===== config.mk =====
export PLATFORM = sky130hd
export DESIGN_NAME = sys_cmd_ctrl_flat
export DESIGN_NICKNAME = d
export VERILOG_FILES = /design/src/rtl/sys_cmd_ctrl_if.sv /design/src/rtl/sys_cmd_ctrl.sv /design/src/flat_wrapper.sv
export SDC_FILE = /design/constraint.sdc
export NUM_CORES = 1
export LEC_CHECK = 0
export BUFFER_PORTS_ARGS = -buffer_cell sky130_fd_sc_hd__buf_4
export CAP_MARGIN = 15
export CORE_ASPECT_RATIO = 1.1
export CORE_UTILIZATION = 40
export CTS_CLUSTER_SIZE = 12
export DETAILED_ROUTE_END_ITERATION = 10
export SLEW_MARGIN = 10
export SYNTH_ARGS = -nofsm -noshare
export SYNTH_HDL_FRONTEND = slang
export SYNTH_SLANG_ARGS = --single-unit

===== constraint.sdc =====
create_clock -name CLK -period 5.25 [get_ports CLK]
set_input_delay 0.2625 -clock CLK [delete_from_list [all_inputs] [get_ports CLK]]
set_output_delay 0.2625 -clock CLK [all_outputs]
set_load 0.02 [all_outputs]

===== src/rtl/sys_cmd_ctrl_if.sv =====
// Host command bus: UART byte streams, register-file and ALU ports.
// master = command controller side, slave = UART/RF/ALU side.
interface sys_cmd_ctrl_if #(
  parameter int DATA_WIDTH = 8,
  parameter int ADDR_WIDTH = 4
);
  logic [DATA_WIDTH-1:0]   RX_P_DATA;
  logic                    RX_D_VLD;
  logic [ADDR_WIDTH-1:0]   RF_ADDR;
  logic                    RF_WR_EN;
  logic [DATA_WIDTH-1:0]   RF_WR_DATA;
  logic                    RF_RD_EN;
  logic [DATA_WIDTH-1:0]   RF_RD_DATA;
  logic                    RF_RD_DATA_VLD;
  logic                    ALU_EN;
  logic [3:0]              ALU_FUN;
  logic                    ALU_CLK_EN;
  logic [2*DATA_WIDTH-1:0] ALU_OUT;
  logic                    ALU_OUT_VLD;
  logic [DATA_WIDTH-1:0]   TX_P_DATA;
  logic                    TX_D_VLD;
  logic                    TX_BUSY;
  logic                    CTRL_BUSY;

  modport master (
    input  RX_P_DATA, RX_D_VLD,
    input  RF_RD_DATA, RF_RD_DATA_VLD,
    input  ALU_OUT, ALU_OUT_VLD, TX_BUSY,
    output RF_ADDR, RF_WR_EN, RF_WR_DATA,
    output RF_RD_EN, ALU_EN, ALU_FUN,
    output ALU_CLK_EN, TX_P_DATA, TX_D_VLD,
    output CTRL_BUSY
  );

  modport slave (
    output RX_P_DATA, RX_D_VLD,
    output RF_RD_DATA, RF_RD_DATA_VLD,
    output ALU_OUT, ALU_OUT_VLD, TX_BUSY,
    input  RF_ADDR, RF_WR_EN, RF_WR_DATA,
    input  RF_RD_EN, ALU_EN, ALU_FUN,
    input  ALU_CLK_EN, TX_P_DATA, TX_D_VLD,
    input  CTRL_BUSY
  );
endinterface


===== src/rtl/sys_cmd_ctrl.sv =====
// Host command-frame decoder: AA write, BB read, CC/DD ALU ops,
// replies over UART TX. Ports: CLK, RST (async low), bus (master).
module sys_cmd_ctrl #(
  parameter int DATA_WIDTH = 8,
  parameter int ADDR_WIDTH = 4
) (
  input  logic          CLK,
  input  logic          RST,
  sys_cmd_ctrl_if.master bus
);
  localparam int DW = DATA_WIDTH;
  localparam int AW = ADDR_WIDTH;

  typedef enum logic [3:0] {
    S_IDLE, S_WR_ADDR, S_WR_DATA,
    S_RD_ADDR, S_RD_WAIT,
    S_ALU_A, S_ALU_B, S_ALU_FUN,
    S_ALU_WAIT, S_TX_REQ,
    S_TX_WAIT_HI, S_TX_WAIT_LO
  } state_t;

  state_t state, state_n;

  logic          rx;
  logic [DW-1:0] rxd;
  logic          tx_busy;

  logic [AW-1:0]   addr_q, addr_d;
  logic [DW-1:0]   wdata_q, wdata_d;
  logic [3:0]      fun_q, fun_d;
  logic [DW-1:0]   txd_q, txd_d;
  logic [2*DW-1:0] resp_q, resp_d;
  logic            wr_q, wr_d;
  logic            rd_q, rd_d;
  logic            en_q, en_d;
  logic            clken_q, clken_d;
  logic            txv_q, txv_d;
  logic            busy_q, busy_d;
  // more: response has a second byte; hi: now sending it
  logic            more_q, more_d;
  logic            hi_q, hi_d;

  assign rx      = bus.RX_D_VLD;
  assign rxd     = bus.RX_P_DATA;
  assign tx_busy = bus.TX_BUSY;

  always_ff @(posedge CLK or negedge RST) begin
    if (!RST) begin
      state   <= S_IDLE;
      addr_q  <= '0;
      wdata_q <= '0;
      fun_q   <= '0;
      txd_q   <= '0;
      resp_q  <= '0;
      wr_q    <= 1'b0;
      rd_q    <= 1'b0;
      en_q    <= 1'b0;
      clken_q <= 1'b0;
      txv_q   <= 1'b0;
      busy_q  <= 1'b0;
      more_q  <= 1'b0;
      hi_q    <= 1'b0;
    end else begin
      state   <= state_n;
      addr_q  <= addr_d;
      wdata_q <= wdata_d;
      fun_q   <= fun_d;
      txd_q   <= txd_d;
      resp_q  <= resp_d;
      wr_q    <= wr_d;
      rd_q    <= rd_d;
      en_q    <= en_d;
      clken_q <= clken_d;
      txv_q   <= txv_d;
      busy_q  <= busy_d;
      more_q  <= more_d;
      hi_q    <= hi_d;
    end
  end

  always_comb begin
    state_n = state;
    case (state)
      S_IDLE: begin
        if (rx) begin
          case (rxd)
            8'hAA:   state_n = S_WR_ADDR;
            8'hBB:   state_n = S_RD_ADDR;
            8'hCC:   state_n = S_ALU_A;
            8'hDD:   state_n = S_ALU_FUN;
            default: state_n = S_IDLE;
          endcase
        end
      end
      S_WR_ADDR:  if (rx) state_n = S_WR_DATA;
      S_WR_DATA:  if (rx) state_n = S_IDLE;
      S_RD_ADDR:  if (rx) state_n = S_RD_WAIT;
      S_RD_WAIT:
        if (bus.RF_RD_DATA_VLD) state_n = S_TX_REQ;
      S_ALU_A:    if (rx) state_n = S_ALU_B;
      S_ALU_B:    if (rx) state_n = S_ALU_FUN;
      S_ALU_FUN:  if (rx) state_n = S_ALU_WAIT;
      S_ALU_WAIT:
        if (bus.ALU_OUT_VLD) state_n = S_TX_REQ;
      S_TX_REQ:
        if (!tx_busy) state_n = S_TX_WAIT_HI;
      S_TX_WAIT_HI:
        if (tx_busy) state_n = S_TX_WAIT_LO;
      S_TX_WAIT_LO:
        if (!tx_busy)
          state_n = (more_q && !hi_q) ? S_TX_REQ
                                      : S_IDLE;
      default: state_n = S_IDLE;
    endcase
  end

  always_comb begin
    addr_d  = addr_q;
    wdata_d = wdata_q;
    fun_d   = fun_q;
    txd_d   = txd_q;
    resp_d  = resp_q;
    clken_d = clken_q;
    more_d  = more_q;
    hi_d    = hi_q;
    wr_d    = 1'b0;
    rd_d    = 1'b0;
    en_d    = 1'b0;
    txv_d   = 1'b0;
    case (state)
      S_WR_ADDR: if (rx) addr_d = rxd[AW-1:0];
      S_WR_DATA: begin
        if (rx) begin
          wr_d    = 1'b1;
          wdata_d = rxd;
        end
      end
      S_RD_ADDR: begin
        if (rx) begin
          rd_d   = 1'b1;
          addr_d = rxd[AW-1:0];
        end
      end
      S_RD_WAIT: begin
        if (bus.RF_RD_DATA_VLD) begin
          resp_d = {{DW{1'b0}}, bus.RF_RD_DATA};
          more_d = 1'b0;
          hi_d   = 1'b0;
        end
      end
      S_ALU_A: begin
        if (rx) begin
          wr_d    = 1'b1;
          addr_d  = '0;
          wdata_d = rxd;
        end
      end
      S_ALU_B: begin
        if (rx) begin
          wr_d    = 1'b1;
          addr_d  = AW'(1);
          wdata_d = rxd;
        end
      end
      S_ALU_FUN: begin
        if (rx) begin
          fun_d   = rxd[3:0];
          en_d    = 1'b1;
          clken_d = 1'b1;
        end
      end
      S_ALU_WAIT: begin
        if (bus.ALU_OUT_VLD) begin
          resp_d  = bus.ALU_OUT;
          clken_d = 1'b0;
          more_d  = 1'b1;
          hi_d    = 1'b0;
        end
      end
      S_TX_REQ: begin
        if (!tx_busy) begin
          txv_d = 1'b1;
          txd_d = hi_q ? resp_q[2*DW-1:DW]
                       : resp_q[DW-1:0];
        end
      end
      S_TX_WAIT_LO: begin
        if (!tx_busy && more_q && !hi_q)
          hi_d = 1'b1;
      end
      default: ;
    endcase
    busy_d = (state_n != S_IDLE);
  end

  assign bus.RF_ADDR    = addr_q;
  assign bus.RF_WR_EN   = wr_q;
  assign bus.RF_WR_DATA = wdata_q;
  assign bus.RF_RD_EN   = rd_q;
  assign bus.ALU_EN     = en_q;
  assign bus.ALU_FUN    = fun_q;
  assign bus.ALU_CLK_EN = clken_q;
  assign bus.TX_P_DATA  = txd_q;
  assign bus.TX_D_VLD   = txv_q;
  assign bus.CTRL_BUSY  = busy_q;
endmodule

===== src/flat_wrapper.sv =====
// flat-port wrapper written by rule: the top's interface ports become plain ports
module sys_cmd_ctrl_flat 
#(
  parameter int DATA_WIDTH = 8,
  parameter int ADDR_WIDTH = 4
)
  (CLK, RST, bus_RX_P_DATA, bus_RX_D_VLD, bus_RF_RD_DATA, bus_RF_RD_DATA_VLD, bus_ALU_OUT, bus_ALU_OUT_VLD, bus_TX_BUSY, bus_RF_ADDR, bus_RF_WR_EN, bus_RF_WR_DATA, bus_RF_RD_EN, bus_ALU_EN, bus_ALU_FUN, bus_ALU_CLK_EN, bus_TX_P_DATA, bus_TX_D_VLD, bus_CTRL_BUSY);
  sys_cmd_ctrl_if #(.DATA_WIDTH(DATA_WIDTH), .ADDR_WIDTH(ADDR_WIDTH)) bus_i ();
  input  logic CLK;
  input  logic RST;
  input wire logic [$bits(bus_i.RX_P_DATA)-1:0] bus_RX_P_DATA;
  input wire logic [$bits(bus_i.RX_D_VLD)-1:0] bus_RX_D_VLD;
  input wire logic [$bits(bus_i.RF_RD_DATA)-1:0] bus_RF_RD_DATA;
  input wire logic [$bits(bus_i.RF_RD_DATA_VLD)-1:0] bus_RF_RD_DATA_VLD;
  input wire logic [$bits(bus_i.ALU_OUT)-1:0] bus_ALU_OUT;
  input wire logic [$bits(bus_i.ALU_OUT_VLD)-1:0] bus_ALU_OUT_VLD;
  input wire logic [$bits(bus_i.TX_BUSY)-1:0] bus_TX_BUSY;
  output wire logic [$bits(bus_i.RF_ADDR)-1:0] bus_RF_ADDR;
  output wire logic [$bits(bus_i.RF_WR_EN)-1:0] bus_RF_WR_EN;
  output wire logic [$bits(bus_i.RF_WR_DATA)-1:0] bus_RF_WR_DATA;
  output wire logic [$bits(bus_i.RF_RD_EN)-1:0] bus_RF_RD_EN;
  output wire logic [$bits(bus_i.ALU_EN)-1:0] bus_ALU_EN;
  output wire logic [$bits(bus_i.ALU_FUN)-1:0] bus_ALU_FUN;
  output wire logic [$bits(bus_i.ALU_CLK_EN)-1:0] bus_ALU_CLK_EN;
  output wire logic [$bits(bus_i.TX_P_DATA)-1:0] bus_TX_P_DATA;
  output wire logic [$bits(bus_i.TX_D_VLD)-1:0] bus_TX_D_VLD;
  output wire logic [$bits(bus_i.CTRL_BUSY)-1:0] bus_CTRL_BUSY;
  assign bus_i.RX_P_DATA = bus_RX_P_DATA;
  assign bus_i.RX_D_VLD = bus_RX_D_VLD;
  assign bus_i.RF_RD_DATA = bus_RF_RD_DATA;
  assign bus_i.RF_RD_DATA_VLD = bus_RF_RD_DATA_VLD;
  assign bus_i.ALU_OUT = bus_ALU_OUT;
  assign bus_i.ALU_OUT_VLD = bus_ALU_OUT_VLD;
  assign bus_i.TX_BUSY = bus_TX_BUSY;
  assign bus_RF_ADDR = bus_i.RF_ADDR;
  assign bus_RF_WR_EN = bus_i.RF_WR_EN;
  assign bus_RF_WR_DATA = bus_i.RF_WR_DATA;
  assign bus_RF_RD_EN = bus_i.RF_RD_EN;
  assign bus_ALU_EN = bus_i.ALU_EN;
  assign bus_ALU_FUN = bus_i.ALU_FUN;
  assign bus_ALU_CLK_EN = bus_i.ALU_CLK_EN;
  assign bus_TX_P_DATA = bus_i.TX_P_DATA;
  assign bus_TX_D_VLD = bus_i.TX_D_VLD;
  assign bus_CTRL_BUSY = bus_i.CTRL_BUSY;
  sys_cmd_ctrl #(.DATA_WIDTH(DATA_WIDTH), .ADDR_WIDTH(ADDR_WIDTH)) u_core (.CLK(CLK), .RST(RST), .bus(bus_i));
endmodule

# Word level (Yosys, flattened, before mapping)
# Index checks and enable logic that the tools add are counted.
# word_totals
regBits,52
inputBits,38
out_inout_bits,30
word_cells,94
# op_classes
eq_ne,22
mux,37
bitwise,1
n_reduce_logical,20
# ops
operator,count
two-way mux 4 bit,16
one-hot mux 4 bit (12 select lines),1
== test 8 bit (second input constant),4
two-way mux 16 bit,2
one-hot mux 16 bit (2 select lines),1
== test 4 x 3 -> 1 bit (second input constant),4
== test 4 bit (second input constant),4
one-hot mux 3 bit (4 select lines),1
one-hot mux 4 bit (3 select lines),1
two-way mux 1 bit,11
inequality test 2 bit (second input constant),5
== test 4 x 2 -> 1 bit (second input constant),2
two-way mux 8 bit,1
AND reduction 4 bit,2
AND reduction 2 bit,3
AND reduction 3 bit,2
nonzero test 3 bit,2
== test 4 x 1 -> 1 bit (second input constant),1
logical NOT 4 bit,1
inequality test 2 x 1 -> 1 bit (second input constant),2
one-hot mux 1 bit (2 select lines),2
nonzero test 2 bit,2
nonzero test 4 bit,1
logical AND 1 bit,3
other kinds (5),6

# Logic depth before layout (Yosys ltp)
# Gate-level depths: netlist of run 1.
# logic_depth
ltp_word,6
ltp_mapped,7
mapped_depth_nobuf,5

# Least setup slack after synthesis of run 1
# OpenSTA, ideal clock, no wires.
# synth_path
path_kind,reg-to-reg
start,reg u_core.state[0]
end,reg u_core.busy_q (netlist: u_core.bus.CTRL_BUSY)
t_arrival_ns,1.507
required_time_ns,5.112
slack_ns,3.605
stages_incl_launch_ff,6
path_buffers,1
period_less_slack_ns,1.645
cell_sequence,dfrtp_1 or2_1 buf_6 a22oi_4 o221ai_2 or4_1
# synth_between
elab_chain_cells,3
elab_cells_between_ends,26
# synth_rtl
element,line,text
from (decl),sys_cmd_ctrl.sv:22,"state_t state, state_n;"
from (signal assigned),sys_cmd_ctrl.sv:64,state <= state_n;
"== test 4 bit, or another cell as far along",sys_cmd_ctrl.sv:83,case (state)
one-hot mux 4 bit (12 select lines) (*),sys_cmd_ctrl.sv:83,
named net u_core.state_n[0],sys_cmd_ctrl.sv:22,
nonzero test 4 bit (*),sys_cmd_ctrl.sv:193,busy_d = (state_n != S_IDLE);
named net u_core.busy_d,sys_cmd_ctrl.sv:38,"logic busy_q, busy_d;"
to (signal assigned),sys_cmd_ctrl.sv:75,busy_q <= busy_d;
to (decl),sys_cmd_ctrl.sv:38,
# Mark *: on every way through the listed nets, which the timed path passes. The rest lies on a longest branch.
# A chain may end at the register's enable or synchronous reset.

# Final worst setup path of run 1
# layout_path
start,reg u_core.state[0]
end,reg u_core.resp_q[11]
# layout_between
elab_chain_cells,3
elab_cells_between_ends,7
# layout_rtl
element,line,text
== test 4 bit or == test 4 x 3 -> 1 bit (tied branches),sys_cmd_ctrl.sv:130,case (state)
inequality test 2 bit (no line) or nonzero test 2 bit (tied branches),--,
AND reduction 3 bit (no line),--,
to (signal assigned),sys_cmd_ctrl.sv:69,resp_q <= resp_d;
to (decl),sys_cmd_ctrl.sv:32,"logic [2*DW-1:0] resp_q, resp_d;"
# Parallel ways exist; a longest one is shown, timed or not.

==> qor.txt, run 1 <==
Outcome -> finished, violations left
Failing checks -> hold timing
Setup Fix Bufs, Post-CTS -> 0
Post-synthesis sequential area ratio -> 54.4%
Clk_lat worst skew -> 0.30 ns
Crit path max-delay family -> simple AND/OR/NAND/NOR gates
Share of layout cells above drive strength 1 -> 32.6%
Synth Area per Inst -> 11.1 sq um
Clock sink count -> 52
Worst path bufs/invs -> 0
Vias in the first global route -> 1771
#FFs+latches synth -> 52
Sum of negative setup slack -> 0 ns
Post-DRT Antenna Nets -> 0
RSZ-0062 raised after global routing -> no
Clock share of power -> 14.3%
DRT met1 WL -> 2.28 mm
Worst-Margin Slew -> 0.664 ns
Sequential power share -> 44.4%
Routed WL per cell -> 13.9 um
Max_slew headroom -> 55.7%
Worst setup SP type -> flip-flop
Die area -> 0.00630 sq mm
Final hold slack -> -0.0206 ns
Final setup margin -> 3.30 ns
Nets -> 317
Final Instance Area -> 0.00301 sq mm
Synth Instances -> 216
Hold Crit Class -> in2async
Synthesized cell area -> 0.00239 sq mm
Die Height -> 83.1 um
Min Clock Period, post-route -> 1.95 ns
Syn_nets -> 254
Vias -> 1776
Max Transition Viols Final -> 0
CP Depth -> 4
GRT overflow -> 0
Diode count -> 0
Critical path capture point type -> flip-flop
CTS resizes -> 0
Reg clk slew, reported paths -> 0.09 ns
Filler cells -> 536
Fin util -> 52.2%
GP Congestion -> 0.880
CTS tree -> done
Worst EP required -> 5.49 ns
Final hold vios -> 49
Top Ports -> 68
Setup CP Type -> reg2reg
Yosys cell types -> 40
Max incr delay on CP -> 0.55 ns
VDD IR max -> 0.000259 V
Root buf cell -> clkbuf_8
Net Switching -> 565 uW
First-pass GRT wire length -> 8.29 mm
HPWL Detailed -> 3.59 mm
Vias per inst -> 4.99
Int Power -> 936 uW
Post-synth top flop -> dfrtp_1
R2R depth -> 4
Sw Ratio -> 37.7%
P per Cell Area -> 499 mW/mm^2
Placed Instance Area -> 0.00293 sq mm
Final period util -> 37.2%
Final setup vio count -> 0
Met3 routed WL -> 296 um
Maxcap violations -> 0
Antenna violations before repair -> 0
First-pass detailed-route iteration total -> 4
Hold-fix buffers, CTS -> 0
Number of synthesized flops with an enable pin -> 0
DR WL met2 -> 2.31 mm
Pre-CTS setup slack -> 3.26 ns
Ys Warns -> 0
CTS max path bufs -> 2
TritonCTS Buffers -> 5
Crit-path max FO -> 17
Async SR Flop Fraction -> 100%
Drt drc -> 0
Synthesis-to-finish area growth -> 25.7%
R2R Setup Slk -> 3.30 ns
Reg-to-reg endpoint -> u_core.resp_q[11]$_DFFE_PN0P_
CP cell instances -> or2_1, nor2_4, and2_1, a22o_1
Die Wd -> 75.8 um
All-Layer GR Usage -> 17.4%
Total Wirelength -> 4.95 mm
Core Rows -> 29
LEAKAGE -> 0.00140 uW
Initial detailed-routing violation count -> 52
Fin Clk Skew -> 0.00864 ns
Uppermost routed layer -> met4
Core Area -> 0.00577 sq mm
Combinational share of power -> 41.3%
CTS H-tree lvls -> 2
Largest net degree at the start of global routing -> 53
CP max-delay cell -> dfrtp_1
Port Buffer Count -> 67
Critical R2R Launch -> u_core.state[0]$_DFF_PN0_
Worst Path Arrival -> 2.19 ns
Fmax -> 512 MHz
Initial Utilization -> 41.5%
[layer usage]
metal  vias up  global-route usage, %
li1        884                      -
met1       826                   23.2
met2        59                   28.0
met3         7                   4.73
met4         0                   3.87
met5         -                      0
[worst max-delay path by stage]
| stage | end | start | slack, ns |
|---|---|---|---|
| 2_1_floorplan | u_core.bus.CTRL_BUSY$_DFF_PN0_ | u_core.state[0]$_DFF_PN0_ | 3.60 |
| 3_3_place_gp | u_core.resp_q[11]$_DFFE_PN0P_ | u_core.state[0]$_DFF_PN0_ | 3.31 |
| 3_5_place_dp | u_core.resp_q[14]$_DFFE_PN0P_ | u_core.state[0]$_DFF_PN0_ | 3.26 |
| 4_1_cts | u_core.resp_q[14]$_DFFE_PN0P_ | u_core.state[0]$_DFF_PN0_ | 3.24 |
| 5_1_grt | u_core.resp_q[14]$_DFFE_PN0P_ | u_core.state[0]$_DFF_PN0_ | 3.16 |
| 6_report | u_core.resp_q[11]$_DFFE_PN0P_ | u_core.state[0]$_DFF_PN0_ | 3.30 |
[registers in the layout (all words and copies together) (netlist names), 4 cells and up]
register and flops:
u_core.resp_q 16, u_core.bus.RF_WR_DATA 8, u_core.bus.TX_P_DATA 8, u_core.bus.ALU_FUN 4, u_core.bus.RF_ADDR 4, u_core.state 4
[stage by stage]
| stage | total power [uW] | std cells |
|---|---|---|
| after floorplan | 1090 | 216 |
| after global placement | 1290 | 349 |
| after detailed placement | 1300 | 349 |
| after CTS | 1520 | 356 |
| after global routing | 1620 | 356 |
| final | 1500 | 356 |
[power by group through the flow]
stage | Sequential, uW | Clock, uW | Combinational (uW)
3_3_place_gp | 674 | 0 | 617
4_1_cts | 667 | 225 | 632
6_report | 666 | 215 | 620
3_5_place_dp | 673 | 0 | 628
5_1_grt | 689 | 239 | 688
2_1_floorplan | 718 | 0 | 376
[synthesized netlist by cell type, drive strengths merged, types with 3 or more instances]
cell type | instances | share of area (%)
a21oi | 9 | 2.4
a22o | 8 | 2.9
and2 | 3 | 0.78
buf | 7 | 2.0
clkbuf | 4 | 0.68
dfrtp | 52 | 54
inv | 4 | 0.63
mux2 | 12 | 5.6
mux2i | 16 | 6.7
nand2 | 27 | 4.2
nand2b | 12 | 3.2
nor2 | 8 | 1.6
o21ai | 26 | 5.4
[cells by family after synthesis]
| group | Yosys count | share of synthesized area (%) |
|---|---|---|
| AO/OA/AOI/OAI | 52 | 14.3 |
| XOR/XNOR | 2 | 0.732 |
| buffers and inverters | 15 | 3.34 |
| flip-flops | 52 | 54.4 |
| multiplexers | 28 | 12.3 |
| AND/OR/NAND/NOR | 67 | 14.9 |
[cells in the final DEF, fill, tap and decap left out, types with 3 or more instances in the layout]
cell type,n
o21ai_0,25
mux2_2,12
a22o_1,8
clkbuf_8,5
nand2_1,27
mux2i_1,16
a21oi_1,8
nand2b_1,11
and2_1,3
inv_1,4
nor2_1,7
buf_4,67
dfrtp_1,52
[final cells by class]
class | instances | area (sq um) | area share (%)
Inverter | 4 | 15.0 | 0.499
Sequential cell | 52 | 1300 | 43.2
Tap cell | 77 | 96.3 | 3.20
Clock inverter | 2 | 12.5 | 0.416
Clock buffer | 5 | 68.8 | 2.29
Timing Repair Buffer | 67 | 503 | 16.7
Multi-Input combinational cell | 149 | 1010 | 33.6
No activity file was read; power rests on OpenSTA's default activity.
==> run 2: changes to the inputs <==
- PLACE_DENSITY: not set -> 0.66
- clock period: 5.25 -> 1.7 ns (I/O delays scaled with it)
==> run 2 against run 1 <==
Effect of this change: the flow now finishes without violations; clock skew down 0.0046 ns; routed wire length increased by 7.4%; cell count rose by 7.9%; utilization grew 5.3 points; sequential power increased to 3.0 times the previous value; die area stayed put; worst hold slack improved by 0.036 ns; final area grew 10%; sequential share of layout area fell by 3.9 points.
==> qor.txt, run 2 (synthesis results as in run 1) <==
Crit-path max FO -> 9
Core Area -> 0.00577 sq mm
Most frequent cells in the layout -> 81 x buf_4, 49 x dfrtp_1, 27 x nand2_1, 21 x o21ai_0, 15 x mux2i_1
LEAKAGE -> 0.00155 uW
CTS H-tree lvls -> 2
Placed Instance Area -> 0.00307 sq mm
Most common cell after layout, fill and taps aside -> buf_4
Vias per inst -> 4.97
RSZ-0062 raised after global routing -> yes
TritonCTS Buffers -> 5
Synthesis-to-finish area growth -> 38.5%
Net Switching -> 1820 uW
Hold Crit Class -> in2reg
Max Transition Viols Final -> 0
Clock share of power -> 16.3%
Critical path capture point type -> flip-flop
Clk_lat worst skew -> 0.30 ns
Worst Path Arrival -> 1.83 ns
Antenna violations before repair -> 0
GP Congestion -> 0.894
R2R depth -> 4
Initial detailed-routing violation count -> 78
Core Rows -> 29
Placed Cells -> 364
Final hold slack -> 0.0151 ns
Max incr delay on CP -> 0.48 ns
Die Wd -> 75.8 um
Outcome -> completed
First-pass detailed-route iteration total -> 4
Worst-Margin Slew -> 0.659 ns
CP max-delay cell -> or4_1
Diode count -> 0
Reg-to-reg endpoint -> u_core.bus.CTRL_BUSY$_DFF_PN0_
Worst setup SP type -> flip-flop
Nets -> 344
Sequential power share -> 38.6%
Hold_sp -> bus_RX_P_DATA[7]
Min Clock Period, post-route -> 1.65 ns
Fin cells -> 384
Root buf cell -> clkbuf_8
Share of layout cells above drive strength 1 -> 37.8%
Die Height -> 83.1 um
Final setup vio count -> 0
VDD IR max -> 0.000887 V
Clock sink count -> 52
Worst EP required -> 1.88 ns
Vias in the first global route -> 1813
CTS max path bufs -> 2
Max_slew headroom -> 56.0%
Vias -> 1908
CP cell instances -> or2_4, a22oi_4, o221ai_2, or4_1
Drt drc -> 0
Max reg flops -> 16
All-Layer GR Usage -> 17.8%
Combinational share of power -> 45.1%
CTS tree -> done
Final Instance Area -> 0.00331 sq mm
P per Cell Area -> 1550 mW/mm^2
Maxcap violations -> 0
Worst hold path depth -> 2
Reg with most FFs -> u_core.resp_q
Fin Clk Skew -> 0.00401 ns
Fmax -> 607 MHz
Post-DRT Antenna Nets -> 0
Final hold vios -> 0
Critical R2R Launch -> u_core.state[1]$_DFF_PN0_
Largest net degree at the start of global routing -> 53
Routed WL per cell -> 13.8 um
Initial Utilization -> 41.5%
Int Power -> 3300 uW
Reg clk slew, reported paths -> 0.09 ns
Port Buffer Count -> 67
HPWL Detailed -> 3.87 mm
Worst Hold Endpoint -> u_core.bus.RF_WR_DATA[7]$_DFFE_PN0P_
First-pass GRT wire length -> 8.42 mm
Top Ports -> 68
Filler cells -> 497
GRT overflow -> 0
Die area -> 0.00630 sq mm
Sum of negative setup slack -> 0 ns
Total Wirelength -> 5.31 mm
Final period util -> 97.0%
Setup CP Type -> reg2reg
Sw Ratio -> 35.6%
R2R Setup Slk -> 0.05 ns
==> run 2: changes by cell type in the layout (fill, tap and decap cells not counted), sizes merged <==
cell         change
buf             +18
dlygate4sd3      +9
bufinv           +1
clkbuf           +1
clkinvlp         -1
==> run 2: worst max-delay path by stage <==
| stage | start | to | slack, ns |
|---|---|---|---|
| final | u_core.state[1]$_DFF_PN0_ | u_core.bus.CTRL_BUSY$_DFF_PN0_ | 0.05 |
| after global routing | u_core.state[1]$_DFF_PN0_ | u_core.bus.CTRL_BUSY$_DFF_PN0_ | -0.02 |
| after CTS | u_core.state[1]$_DFF_PN0_ | u_core.bus.CTRL_BUSY$_DFF_PN0_ | 0.009 |
| after detailed placement | u_core.state[2]$_DFF_PN0_ | u_core.bus.CTRL_BUSY$_DFF_PN0_ | -0.04 |
| after global placement | u_core.state[2]$_DFF_PN0_ | u_core.bus.CTRL_BUSY$_DFF_PN0_ | -0.02 |
| after floorplan | u_core.state[0]$_DFF_PN0_ | u_core.bus.CTRL_BUSY$_DFF_PN0_ | 0.05 |
==> run 2: per-stage QoR <==
step / worst slack, ns / utilization, % / power, uW
2_1_floorplan: 0.0548 / - / 3380
3_3_place_gp: -0.0250 / 53.1 / 4200
3_5_place_dp: -0.0369 / 53.1 / 4270
4_1_cts: 0.00922 / 56.6 / 5130
5_1_grt: -0.0191 / 57.4 / 5470
6_report: 0.0517 / 57.4 / 5120
==> run 2: routing by layer <==
metal | wire length [um] | up-vias | track usage [%]
met2 | 2570 | 60 | 28.1
met4 | 65 | 0 | 6.40
met3 | 353 | 8 | 5.46
met1 | 2320 | 905 | 22.8
met5 | 0 | - | 0
li1 | - | 935 | -
==> run 2: power groups by stage <==
| stage | clock network (uW) | registers [uW] | logic [uW] |
|---|---|---|---|
| 2_1_floorplan | 0 | 2220 | 1160 |
| 3_3_place_gp | 0 | 1980 | 2220 |
| 3_5_place_dp | 0 | 2000 | 2260 |
| 4_1_cts | 864 | 1980 | 2290 |
| 5_1_grt | 908 | 2040 | 2520 |
| 6_report | 834 | 1980 | 2310 |
==> run 2: what timing repair did <==
item,4_1_cts,5_1_grt
buffers inserted,0,3
pin swaps,0,1
hold buffers,9,0
gates cloned,0,0
resized for setup,2,10
hold endpoints to repair,60,0
endpoints found under the setup margin,12,13
==> run 2: layout make-up <==
cell class | count | area [sq um] | share of cell area (%)
inverter | 4 | 15.0 | 0.453
clock buffer | 6 | 72.6 | 2.19
clock inverter | 2 | 35.0 | 1.06
timing repair buffer | 94 | 769 | 23.2
multi-input combinational | 149 | 1020 | 30.8
sequential | 52 | 1310 | 39.4
tap | 77 | 96.3 | 2.91
==> run 2: critical path: cells and delay by family, from the launching register on <==
kind | cells | cell delay (ns)
flops | 1 | 0.46
simple gates | 2 | 0.74
compound gates | 2 | 0.32
==> run 3: changes to the inputs <==
- PLACE_DENSITY: 0.66 -> 0.69
==> run 3 against run 2 <==
Effect of this change: via count fell by 0.10%; highest routed layer unchanged; first-iteration DRC count fell by 12%; non-clock buffer count fell by 4; worst setup slack got worse by 0.031 ns; clock power rose by 0.5%.
==> qor.txt, run 3 (synthesis results as in run 1) <==
First-pass detailed-route iteration total -> 4
Clk_lat worst skew -> 0.30 ns
Final hold vios -> 0
LEAKAGE -> 0.00152 uW
Clock sink count -> 52
Sw Ratio -> 35.9%
Worst-Margin Slew -> 0.649 ns
Final period util -> 98.8%
Fmax -> 595 MHz
Vias per inst -> 5.02
Routed WL per cell -> 13.9 um
Diode count -> 0
Setup CP Type -> reg2reg
Vias -> 1906
Worst Path Arrival -> 1.86 ns
Hold Crit Class -> in2reg
Max reg flops -> 16
Worst path bufs/invs -> 0
Nets -> 340
Post-DRT Antenna Nets -> 0
Outcome -> completed
Sequential power share -> 39.0%
Combinational share of power -> 44.6%
Sum of negative setup slack -> 0 ns
Total Wirelength -> 5.28 mm
Int Power -> 3270 uW
Drt drc -> 0
First-pass GRT wire length -> 8.87 mm
Crit path max-delay family -> simple AND/OR/NAND/NOR gates
Most frequent cells in the layout -> 78 x buf_4, 49 x dfrtp_1, 27 x nand2_1, 24 x o21ai_0, 16 x mux2i_1
Die area -> 0.00630 sq mm
Initial Utilization -> 41.5%
Worst setup SP type -> flip-flop
RSZ-0062 raised after global routing -> yes
Synthesis-to-finish area growth -> 37.2%
Antenna violations before repair -> 0
CTS max path bufs -> 2
P per Cell Area -> 1550 mW/mm^2
Largest net degree at the start of global routing -> 53
Max incr delay on CP -> 0.49 ns
Vias in the first global route -> 1905
Die Wd -> 75.8 um
Critical path capture point type -> flip-flop
All-Layer GR Usage -> 18.3%
GP Congestion -> 0.900
CP cell instances -> or2_4, a22oi_4, o221ai_2, or4_1
Reg clk slew, reported paths -> 0.09 ns
Maxcap violations -> 0
Max_slew headroom -> 56.7%
Top Ports -> 68
Share of layout cells above drive strength 1 -> 38.0%
TritonCTS Buffers -> 5
Fin Clk Skew -> 0.00313 ns
Clock share of power -> 16.4%
Crit-path max FO -> 10
CP max-delay cell -> or4_1
Core Area -> 0.00577 sq mm
VDD IR max -> 0.000771 V
CTS H-tree lvls -> 2
Final setup vio count -> 0
Min Clock Period, post-route -> 1.68 ns
Total power -> 5100 uW
Initial detailed-routing violation count -> 69
Net Switching -> 1830 uW
Die Height -> 83.1 um
Max Transition Viols Final -> 0
Worst EP required -> 1.88 ns
Root buf cell -> clkbuf_8
GRT overflow -> 0
HPWL Detailed -> 3.74 mm
Most common cell after layout, fill and taps aside -> buf_4
Core Rows -> 29
Reg with most FFs -> u_core.resp_q
Port Buffer Count -> 67
CTS tree -> done
-- run 3: cell count changes in the layout (fill, tap and decap cells not counted) --
cell,delta
o21ai_1,-3
a22oi_2,+1
clkbuf_1,-1
buf_4,-3
buf_12,-1
and2_1,-1
o21ai_0,+3
mux2i_1,+1
a21oi_2,+1
clkinvlp_4,+1
a22oi_1,-1
mux2i_2,-1
and2_4,+1
a21oi_1,-1
-- run 3: layout make-up --
cell class / instances / area [sq um]
timing repair buffer: 90 / 727
clock buffer: 5 / 68.8
fill: 506 / 2490
tap: 77 / 96.3
inverter: 4 / 15.0
multi-input combinational: 149 / 1030
clock inverter: 3 / 42.5
sequential: 52 / 1310
-- run 3: metal layers --
layer | track usage [%] | vias up | part of all wire, %
li1 | - | 936 | -
met4 | 3.54 | 0 | 0.68
met3 | 4.25 | 7 | 5.5
met5 | 0 | - | 0
met2 | 30.2 | 67 | 49
met1 | 24.3 | 896 | 45
-- run 3: per-stage QoR --
step	worst slack, ns	hold slack (ns)	util [%]	area [sq um]	cells
floorplan	0.0548	-0.211	-	2390	216
global route	-0.0526	0.0132	56.9	3280	380
global placement	0.000629	0.155	52.5	3030	361
finish	0.0206	0.0240	56.9	3280	380
CTS	0.00791	0.0134	56.3	3250	379
detailed placement	-0.0492	0.158	52.5	3030	361
-- run 3: power by group through the flow --
stage	combinational [uW]	clock [uW]	sequential (uW)
3_5_place_dp	2190	0	2000
4_1_cts	2250	876	1980
2_1_floorplan	1160	0	2220
5_1_grt	2500	919	2050
6_report	2270	838	1990
3_3_place_gp	2160	0	1980
-- run 3: what timing repair did --
item	in CTS	in global routing
setup buffers	1	1
gates resized for setup	5	7
hold buffers	9	0
setup endpoints to repair	1	19
endpoints found under the hold margin	60	0
pin swaps	1	3
-- run 3: path summary, 6_finish.rpt --
path	from	endpoint	slack [ns]	cells after the start
worst max-delay path	u_core.state[1]$_DFF_PN0_	u_core.bus.CTRL_BUSY$_DFF_PN0_	0.02	4
worst min-delay path	bus_RX_P_DATA[7]	u_core.bus.RF_WR_DATA[7]$_DFFE_PN0P_	0.02	2
worst max register to register	u_core.state[1]$_DFF_PN0_	u_core.bus.CTRL_BUSY$_DFF_PN0_	0.02	4
worst min register to register	u_core.bus.TX_P_DATA[0]$_DFFE_PN0P_	u_core.bus.TX_P_DATA[0]$_DFFE_PN0P_	0.48	2
max in group asynchronous	RST	u_core.state[1]$_DFF_PN0_	0.88	2
min in group asynchronous	RST	u_core.bus.TX_P_DATA[7]$_DFFE_PN0P_	0.34	2
